$ cat src/rtl/pflink_pkg.sv
// pflink shared definitions: framing characters, K-patterns, word/FSM types
// and the frame header builder used by the TX scheduler.
package pflink_pkg;

  localparam logic [7:0] COMMA_CHAR = 8'hBC;
  localparam logic [7:0] IDLE_CHAR  = 8'hF7;
  localparam logic [7:0] PAD_CHAR   = 8'h00;
  localparam logic [7:0] HDR_MAGIC  = 8'hA5;

  localparam logic [1:0] K_COMMA = 2'b01;
  localparam logic [1:0] K_DATA  = 2'b00;
  localparam logic [1:0] K_IDLE  = 2'b11;

  typedef enum logic [1:0] {
    W_IDLE  = 2'd0,
    W_COMMA = 2'd1,
    W_DATA  = 2'd2
  } word_t;

  typedef enum logic {
    S_IDLE  = 1'b0,
    S_FRAME = 1'b1
  } state_t;

  // Header word: magic, owning requester (zero-padded to a nibble), frame number.
  function automatic logic [31:0] make_hdr(input logic [1:0] grant, input logic [15:0] fnum);
    return {HDR_MAGIC, 2'b00, 2'b00, grant, 2'b00, fnum};
  endfunction

endpackage

$ cat src/rtl/pflink_rr_arb.sv
// Combinational round-robin search: first asserted request at or above the
// pointer, wrapping modulo NUM_REQ.
module pflink_rr_arb
  import pflink_pkg::*;
#(
  parameter int NUM_REQ = 2
) (
  input  logic [NUM_REQ-1:0] req_i,
  input  logic [1:0]         ptr_i,
  output logic [1:0]         grant_o,
  output logic               found_o
);

  logic [3:0] req4;
  logic [2:0] scan_idx;

  assign req4 = 4'(req_i);

  // Walk NUM_REQ slots starting at the pointer; the first hit wins.
  always_comb begin
    grant_o  = '0;
    found_o  = 1'b0;
    scan_idx = '0;
    for (int k = 0; k < NUM_REQ; k++) begin
      scan_idx = {1'b0, ptr_i} + 3'(k);
      if (scan_idx >= 3'(NUM_REQ)) scan_idx = scan_idx - 3'(NUM_REQ);
      if (!found_o && req4[scan_idx[1:0]]) begin
        found_o = 1'b1;
        grant_o = scan_idx[1:0];
      end
    end
  end

endmodule

$ cat src/rtl/pflink_tx_sched.sv
// pflink TX scheduler: round-robin frame arbitration, 32->16 bit
// serialisation, periodic/forced comma insertion and IDLE fill.
// Optional build macro PFLINK_TX_HDR_EN prefixes every frame with a header word.
//
//   state   | meaning
//   S_IDLE  | no grant held; a boundary may start a new frame
//   S_FRAME | grant locked to one requester until its last word
module pflink_tx_sched
  import pflink_pkg::*;
#(
  parameter int NUM_REQ      = 2,
  parameter int COMMA_PERIOD = 64
) (
  input  logic                   clk_link,
  input  logic                   reset,
  input  logic                   enable,
  input  logic                   force_comma,
  input  logic [NUM_REQ-1:0]     req_valid,
  input  logic [32*NUM_REQ-1:0]  req_data,
  input  logic [NUM_REQ-1:0]     req_last,
  output logic [NUM_REQ-1:0]     req_ready,
  output logic [15:0]            tx_d,
  output logic [1:0]             tx_k,
  output logic                   busy,
  output logic [31:0]            frame_count,
  output logic [31:0]            comma_count
);

  localparam int CW = $clog2(COMMA_PERIOD);
  localparam logic [CW-1:0] CNT_RELOAD = CW'(COMMA_PERIOD - 1);

  state_t        state_q, state_d;
  logic          phase_q;
  logic [1:0]    grant_q, grant_d;
  logic [1:0]    rr_q, rr_d;
  logic [CW-1:0] cnt_q, cnt_d;
  logic          pend_q, pend_d;
  logic [31:0]   frames_q, frames_d;
  logic [31:0]   commas_q, commas_d;
  logic [15:0]   txd_q, txd_d, hid_q, hid_d;
  logic [1:0]    txk_q, txk_d, hik_q, hik_d;

  logic          boundary, comma_due;
  logic [1:0]    arb_grant, sel;
  logic          arb_found, rdy_en;
  word_t         wtype;
  logic [31:0]   word;
  logic [3:0]    valid4, last4;
  logic [31:0]   word4 [4];

  // Pad per-requester inputs to four slots so a 2-bit index is always legal.
  assign valid4 = 4'(req_valid);
  assign last4  = 4'(req_last);
  for (genvar i = 0; i < 4; i++) begin : g_pad
    if (i < NUM_REQ) begin : g_real
      assign word4[i] = req_data[32*i +: 32];
    end else begin : g_zero
      assign word4[i] = '0;
    end
  end

  assign boundary  = ~phase_q;
  assign comma_due = (cnt_q == '0) | pend_q;

  pflink_rr_arb #(.NUM_REQ(NUM_REQ)) u_arb (
    .req_i   (req_valid),
    .ptr_i   (rr_q),
    .grant_o (arb_grant),
    .found_o (arb_found)
  );

  function automatic logic [1:0] rr_next(input logic [1:0] g);
    return (int'(g) == NUM_REQ - 1) ? 2'd0 : g + 2'd1;
  endfunction

  // Word-boundary decision: comma beats data beats IDLE; FSM next state.
  always_comb begin
    state_d  = state_q;
    grant_d  = grant_q;
    rr_d     = rr_q;
    cnt_d    = cnt_q;
    pend_d   = pend_q | force_comma;
    frames_d = frames_q;
    commas_d = commas_q;
    wtype    = W_IDLE;
    word     = '0;
    rdy_en   = 1'b0;
    sel      = (state_q == S_IDLE) ? arb_grant : grant_q;
    if (boundary) begin
      if (comma_due) begin
        wtype    = W_COMMA;
        cnt_d    = CNT_RELOAD;
        pend_d   = 1'b0;
        commas_d = commas_q + 32'd1;
      end else begin
        if (cnt_q != '0) cnt_d = cnt_q - 1'b1;
        case (state_q)
          S_IDLE: begin
            if (enable && arb_found) begin
              grant_d = arb_grant;
`ifdef PFLINK_TX_HDR_EN
              wtype   = W_DATA;
              word    = make_hdr(arb_grant, frames_q[15:0]);
              state_d = S_FRAME;
`else
              rdy_en  = 1'b1;
              wtype   = W_DATA;
              word    = word4[arb_grant];
              if (last4[arb_grant]) begin
                frames_d = frames_q + 32'd1;
                rr_d     = rr_next(arb_grant);
              end else begin
                state_d = S_FRAME;
              end
`endif
            end
          end
          S_FRAME: begin
            // A missing word inside a frame is a stall: send IDLE, keep the grant.
            if (valid4[grant_q]) begin
              rdy_en = 1'b1;
              wtype  = W_DATA;
              word   = word4[grant_q];
              if (last4[grant_q]) begin
                frames_d = frames_q + 32'd1;
                rr_d     = rr_next(grant_q);
                state_d  = S_IDLE;
              end
            end
          end
          default: state_d = S_IDLE;
        endcase
      end
    end
  end

  // One-hot ready for the selected requester.
  always_comb begin
    req_ready = '0;
    for (int i = 0; i < NUM_REQ; i++) begin
      req_ready[i] = rdy_en && (sel == 2'(i));
    end
  end

  // Serialiser: half0 is launched at the boundary, half1 is held for the next cycle.
  always_comb begin
    txd_d = hid_q;
    txk_d = hik_q;
    hid_d = hid_q;
    hik_d = hik_q;
    if (boundary) begin
      case (wtype)
        W_COMMA: begin
          txd_d = {PAD_CHAR, COMMA_CHAR};
          txk_d = K_COMMA;
          hid_d = {IDLE_CHAR, IDLE_CHAR};
          hik_d = K_IDLE;
        end
        W_DATA: begin
          txd_d = word[15:0];
          txk_d = K_DATA;
          hid_d = word[31:16];
          hik_d = K_DATA;
        end
        default: begin
          txd_d = {IDLE_CHAR, IDLE_CHAR};
          txk_d = K_IDLE;
          hid_d = {IDLE_CHAR, IDLE_CHAR};
          hik_d = K_IDLE;
        end
      endcase
    end
  end

  // State and datapath registers; reset forces a comma as the first word.
  always_ff @(posedge clk_link) begin
    if (reset) begin
      state_q  <= S_IDLE;
      phase_q  <= 1'b0;
      grant_q  <= '0;
      rr_q     <= '0;
      cnt_q    <= '0;
      pend_q   <= 1'b0;
      frames_q <= '0;
      commas_q <= '0;
      txd_q    <= {IDLE_CHAR, IDLE_CHAR};
      txk_q    <= K_IDLE;
      hid_q    <= {IDLE_CHAR, IDLE_CHAR};
      hik_q    <= K_IDLE;
    end else begin
      state_q  <= state_d;
      phase_q  <= ~phase_q;
      grant_q  <= grant_d;
      rr_q     <= rr_d;
      cnt_q    <= cnt_d;
      pend_q   <= pend_d;
      frames_q <= frames_d;
      commas_q <= commas_d;
      txd_q    <= txd_d;
      txk_q    <= txk_d;
      hid_q    <= hid_d;
      hik_q    <= hik_d;
    end
  end

  assign tx_d        = txd_q;
  assign tx_k        = txk_q;
  assign busy        = (state_q == S_FRAME);
  assign frame_count = frames_q;
  assign comma_count = commas_q;

endmodule

$ cat config.mk
export PLATFORM = sky130hd
export DESIGN_NAME = pflink_tx_sched
export DESIGN_NICKNAME = d
export VERILOG_FILES = /design/src/rtl/pflink_pkg.sv /design/src/rtl/pflink_rr_arb.sv /design/src/rtl/pflink_tx_sched.sv
export SDC_FILE = /design/constraint.sdc
export NUM_CORES = 1
export LEC_CHECK = 0
export BUFFER_PORTS_ARGS = -buffer_cell sky130_fd_sc_hd__buf_2
export CAP_MARGIN = 40
export CORE_ASPECT_RATIO = 1.2
export CORE_MARGIN = 1
export CORE_UTILIZATION = 40
export CTS_CLUSTER_DIAMETER = 100
export DETAILED_ROUTE_END_ITERATION = 10
export GPL_ROUTABILITY_DRIVEN = 0
export HOLD_SLACK_MARGIN = 0.05
export SYNTH_ARGS = -nofsm -noshare
export SYNTH_HDL_FRONTEND = slang
export SYNTH_HIERARCHICAL = 1
export SYNTH_SLANG_ARGS = --single-unit
$ cat constraint.sdc
create_clock -name clk_link -period 2.2 [get_ports clk_link]
set_input_delay 0.44 -clock clk_link [delete_from_list [all_inputs] [get_ports clk_link]]
set_output_delay 0.44 -clock clk_link [all_outputs]
set_load 0.01 [all_outputs]
==> run metrics <==
Critical-path top delay cell=dfxtp_4; Max-slew headroom=0.552; maximum clock path buffer count=2; RR Endpoint=frame_count[28]$_SDFFE_PP0P_; Die Span Y=approximately 130 um; status=finished, final reports clean; vias in the first global route=4958; CP bufs+invs=4; Lkg Pwr=2.90 nW; 1st-iter DRT viols=230; drt pass-1 iters=4; hold path startpoint=req_data[38]; Peak VDD IR=0.399 mV; worst r2r src=cnt_q[3]$_SDFFE_PP0P_; Vias per Instance=5.44; yosys warns=6; CTS Sinks=112; FF+latch count, synth=112; Post-route DRC=0; ant diodes=0; gate count of the mapped netlist=617; WP data required=1760 ps; crit path cell chain=nor4_2, buf_4, a211oi_4, buf_12, nand2_4, buf_6, nor2_4, buf_6; vias post-DR=5308; first-pass GRT wire length=23200 um; Max Slew Vio Count=0; Final Hold Viols=0; Mapped Avg Cell Area=8.69 um2; Worst Hold Path Cells=2; Cell Pwr Density=between 600 and 700 nW/um2; R2R setup slack=a little under 80 ps; Skew-Pair Late Insertion Delay=350 ps; Num CTS Buffers=9; type of the tightest min-delay check=input port to flop; Tmin final=2120 ps; CTS tree=done; Global Route Usage Sum=0.209; Synth Flop Type=dfxtp_1; io pins=157; hold_buf cts=0; area of the die=13900 um2; WP data arrival=around 1700 ps; Nets=878; RSZ-0062 raised after global routing=no; DRT Wirelength=14400 um; Final Cell Area=7040 um2; GR Overflow Total=0; share of cells above drive strength 1=0.326; initial antenna violation count=0; average wire per standard cell=14.8 um; hold endpoint=tx_d[6]$_SDFF_PP1_; area grow syn2layout=31.3%; Filler Cells Inserted=1258; post-DP HPWL=10600 um; synthesized area=5360 um2; core footprint=13100 um2; CP Launch Type=flop; Reg2Reg Depth=9; Starting Density=0.409; Max-Cap Viols=0; final worst slack=about 78 ps; ys async rst share=0; largest net degree at the start of global routing=65; CP Capture Type=primary output; largest delay contributor family on the critical path=buffers and inverters; max incr delay on CP=360 ps; # setup viols final=0; number of synthesized flops with an enable pin=0; commonest non-fill, non-tap cells in the layout=156 x buf_2, 105 x dfxtp_1, 64 x nor2_1; Worst-Margin Slew=669 ps; Routed Antenna Nets=0; DP Area=6610 um2; Seq/Total Area, Yosys=0.418; WS Path Type=flop to primary output; most common cell after layout, fill and taps aside=buf_2; Die Width=108 um; port bufs=156; achievable frequency=0.471 GHz; root buffer cell=clkbuf_16; Period Utilization, post-route=0.965; Netlist cell types=59; CP most frequent cell=buf_6; Setup WS pre-CTS=-59.5 ps; CTS clk-pin slew, worst paths=roughly 70 ps; CTS HTree Levels=3; Setup Skew=12.8 ps; syn nets=693; Crit Path Max Fanout=3; # rows=46
[cells by family after synthesis]
logic type | count (synthesis) | share of synthesized area
simple gates | 223 | 0.225
other cells | 1 | 0.000699
compound gates | 177 | 0.224
mux | 19 | 0.0369
flops | 112 | 0.418
buf+inv | 52 | 0.0390
xor+xnor | 29 | 0.0474
fa+ha+maj | 4 | 0.00933
[cells in the mapped netlist, drive strengths merged, types with 2 or more instances]
master | count | share of area
o21bai | 18 | 0.025
nand2 | 37 | 0.026
or4 | 14 | 0.020
buf | 9 | 0.0089
mux2 | 6 | 0.013
or3 | 18 | 0.021
nand2b | 3 | 0.0035
ha | 4 | 0.0093
a21boi | 4 | 0.0056
a32o | 2 | 0.0037
clkbuf | 27 | 0.019
nand3b | 2 | 0.0028
nand3 | 20 | 0.020
nor2 | 66 | 0.046
dfxtp | 112 | 0.42
o211ai | 11 | 0.015
mux2i | 13 | 0.024
inv | 16 | 0.011
nand4b | 2 | 0.0033
o31ai | 14 | 0.020
nand4 | 17 | 0.026
nor3 | 13 | 0.013
and4 | 5 | 0.0084
nor4 | 13 | 0.019
a21oi | 48 | 0.045
xor2 | 12 | 0.020
and2 | 2 | 0.0023
nor2b | 4 | 0.0047
a21o | 4 | 0.0056
a22oi | 12 | 0.017
and3 | 3 | 0.0035
o21ai | 29 | 0.027
o2111ai | 8 | 0.013
xnor2 | 17 | 0.028
a221oi | 19 | 0.031
[worst max-delay path by stage]
| stage | start | to | slack (ps) | depth (start not counted) |
|---|---|---|---|---|
| 2_1_floorplan | req_valid[1] | tx_d[1]$_SDFF_PP1_ | 220 | 6 |
| 4_1_cts | cnt_q[0]$_SDFFE_PP0P_ | req_ready[0] | 20 | 8 |
| 3_5_place_dp | req_valid[0] | frame_count[28]$_SDFFE_PP0P_ | -60 | 9 |
| 6_report | cnt_q[3]$_SDFFE_PP0P_ | req_ready[0] | 80 | 8 |
| 5_1_grt | rr_q[0]$_SDFFE_PP0P_ | req_ready[1] | 5 | 7 |
| 3_3_place_gp | req_valid[0] | frame_count[28]$_SDFFE_PP0P_ | 30 | 9 |
[metal layers]
| metal | share of wire | vias up | global-route usage | wire, um |
|---|---|---|---|---|
| met3 | 0.048 | 13 | 0.0344 | 686 |
| met5 | 0 | - | 0 | 0 |
| met1 | 0.45 | 2480 | 0.254 | 6440 |
| met2 | 0.49 | 138 | 0.368 | 7060 |
| met4 | 0.015 | 0 | 0.0822 | 213 |
| li1 | - | 2677 | - | - |
[stage by stage]
stage                     power (mW)  hold slack [ps]  cells  utilization  TNS [ps]
final                           4.85              287    975        0.536         0
after global routing            5.07              286    975        0.536         0
after CTS                       4.88              275    974        0.533         0
after detailed placement        3.08              455    953        0.504      -202
after global placement          3.06              454    952        0.504         0
after floorplan                 2.73              422    617            -         0
[registers in the layout (all words and copies together), names as in the netlist, 2 cells and up]
register,cells
cnt_q,6
comma_count,32
hid_q,16
tx_d,16
frame_count,32
tx_k,2
grant_q,2
rr_q,2
[power breakdown]
group | total [mW] | internal, mW | switching [mW]
Clock | 1.74 | 0.996 | 0.741
Sequential | 2.22 | 2.15 | 0.0715
Combinational | 0.900 | 0.417 | 0.483
[cell type report]
class,count,area (um2),share of cell area
multi-input cells,453,2960,0.420
flip-flops and latches,112,2250,0.320
repair buffers,210,1250,0.177
clock buffers,10,229,0.0325
well taps,168,210,0.0299
clock inverters,6,83.8,0.0119
inverters,16,60.1,0.00853
[timing repair]
| item | in CTS | in global routing |
|---|---|---|
| resized for setup | 15 | 10 |
| cloned | 0 | 0 |
| buffers inserted | 5 | 1 |
| pin swaps | 3 | 5 |
| setup endpoints to repair | 2 | 5 |
No activity file was read; power rests on OpenSTA's default activity.
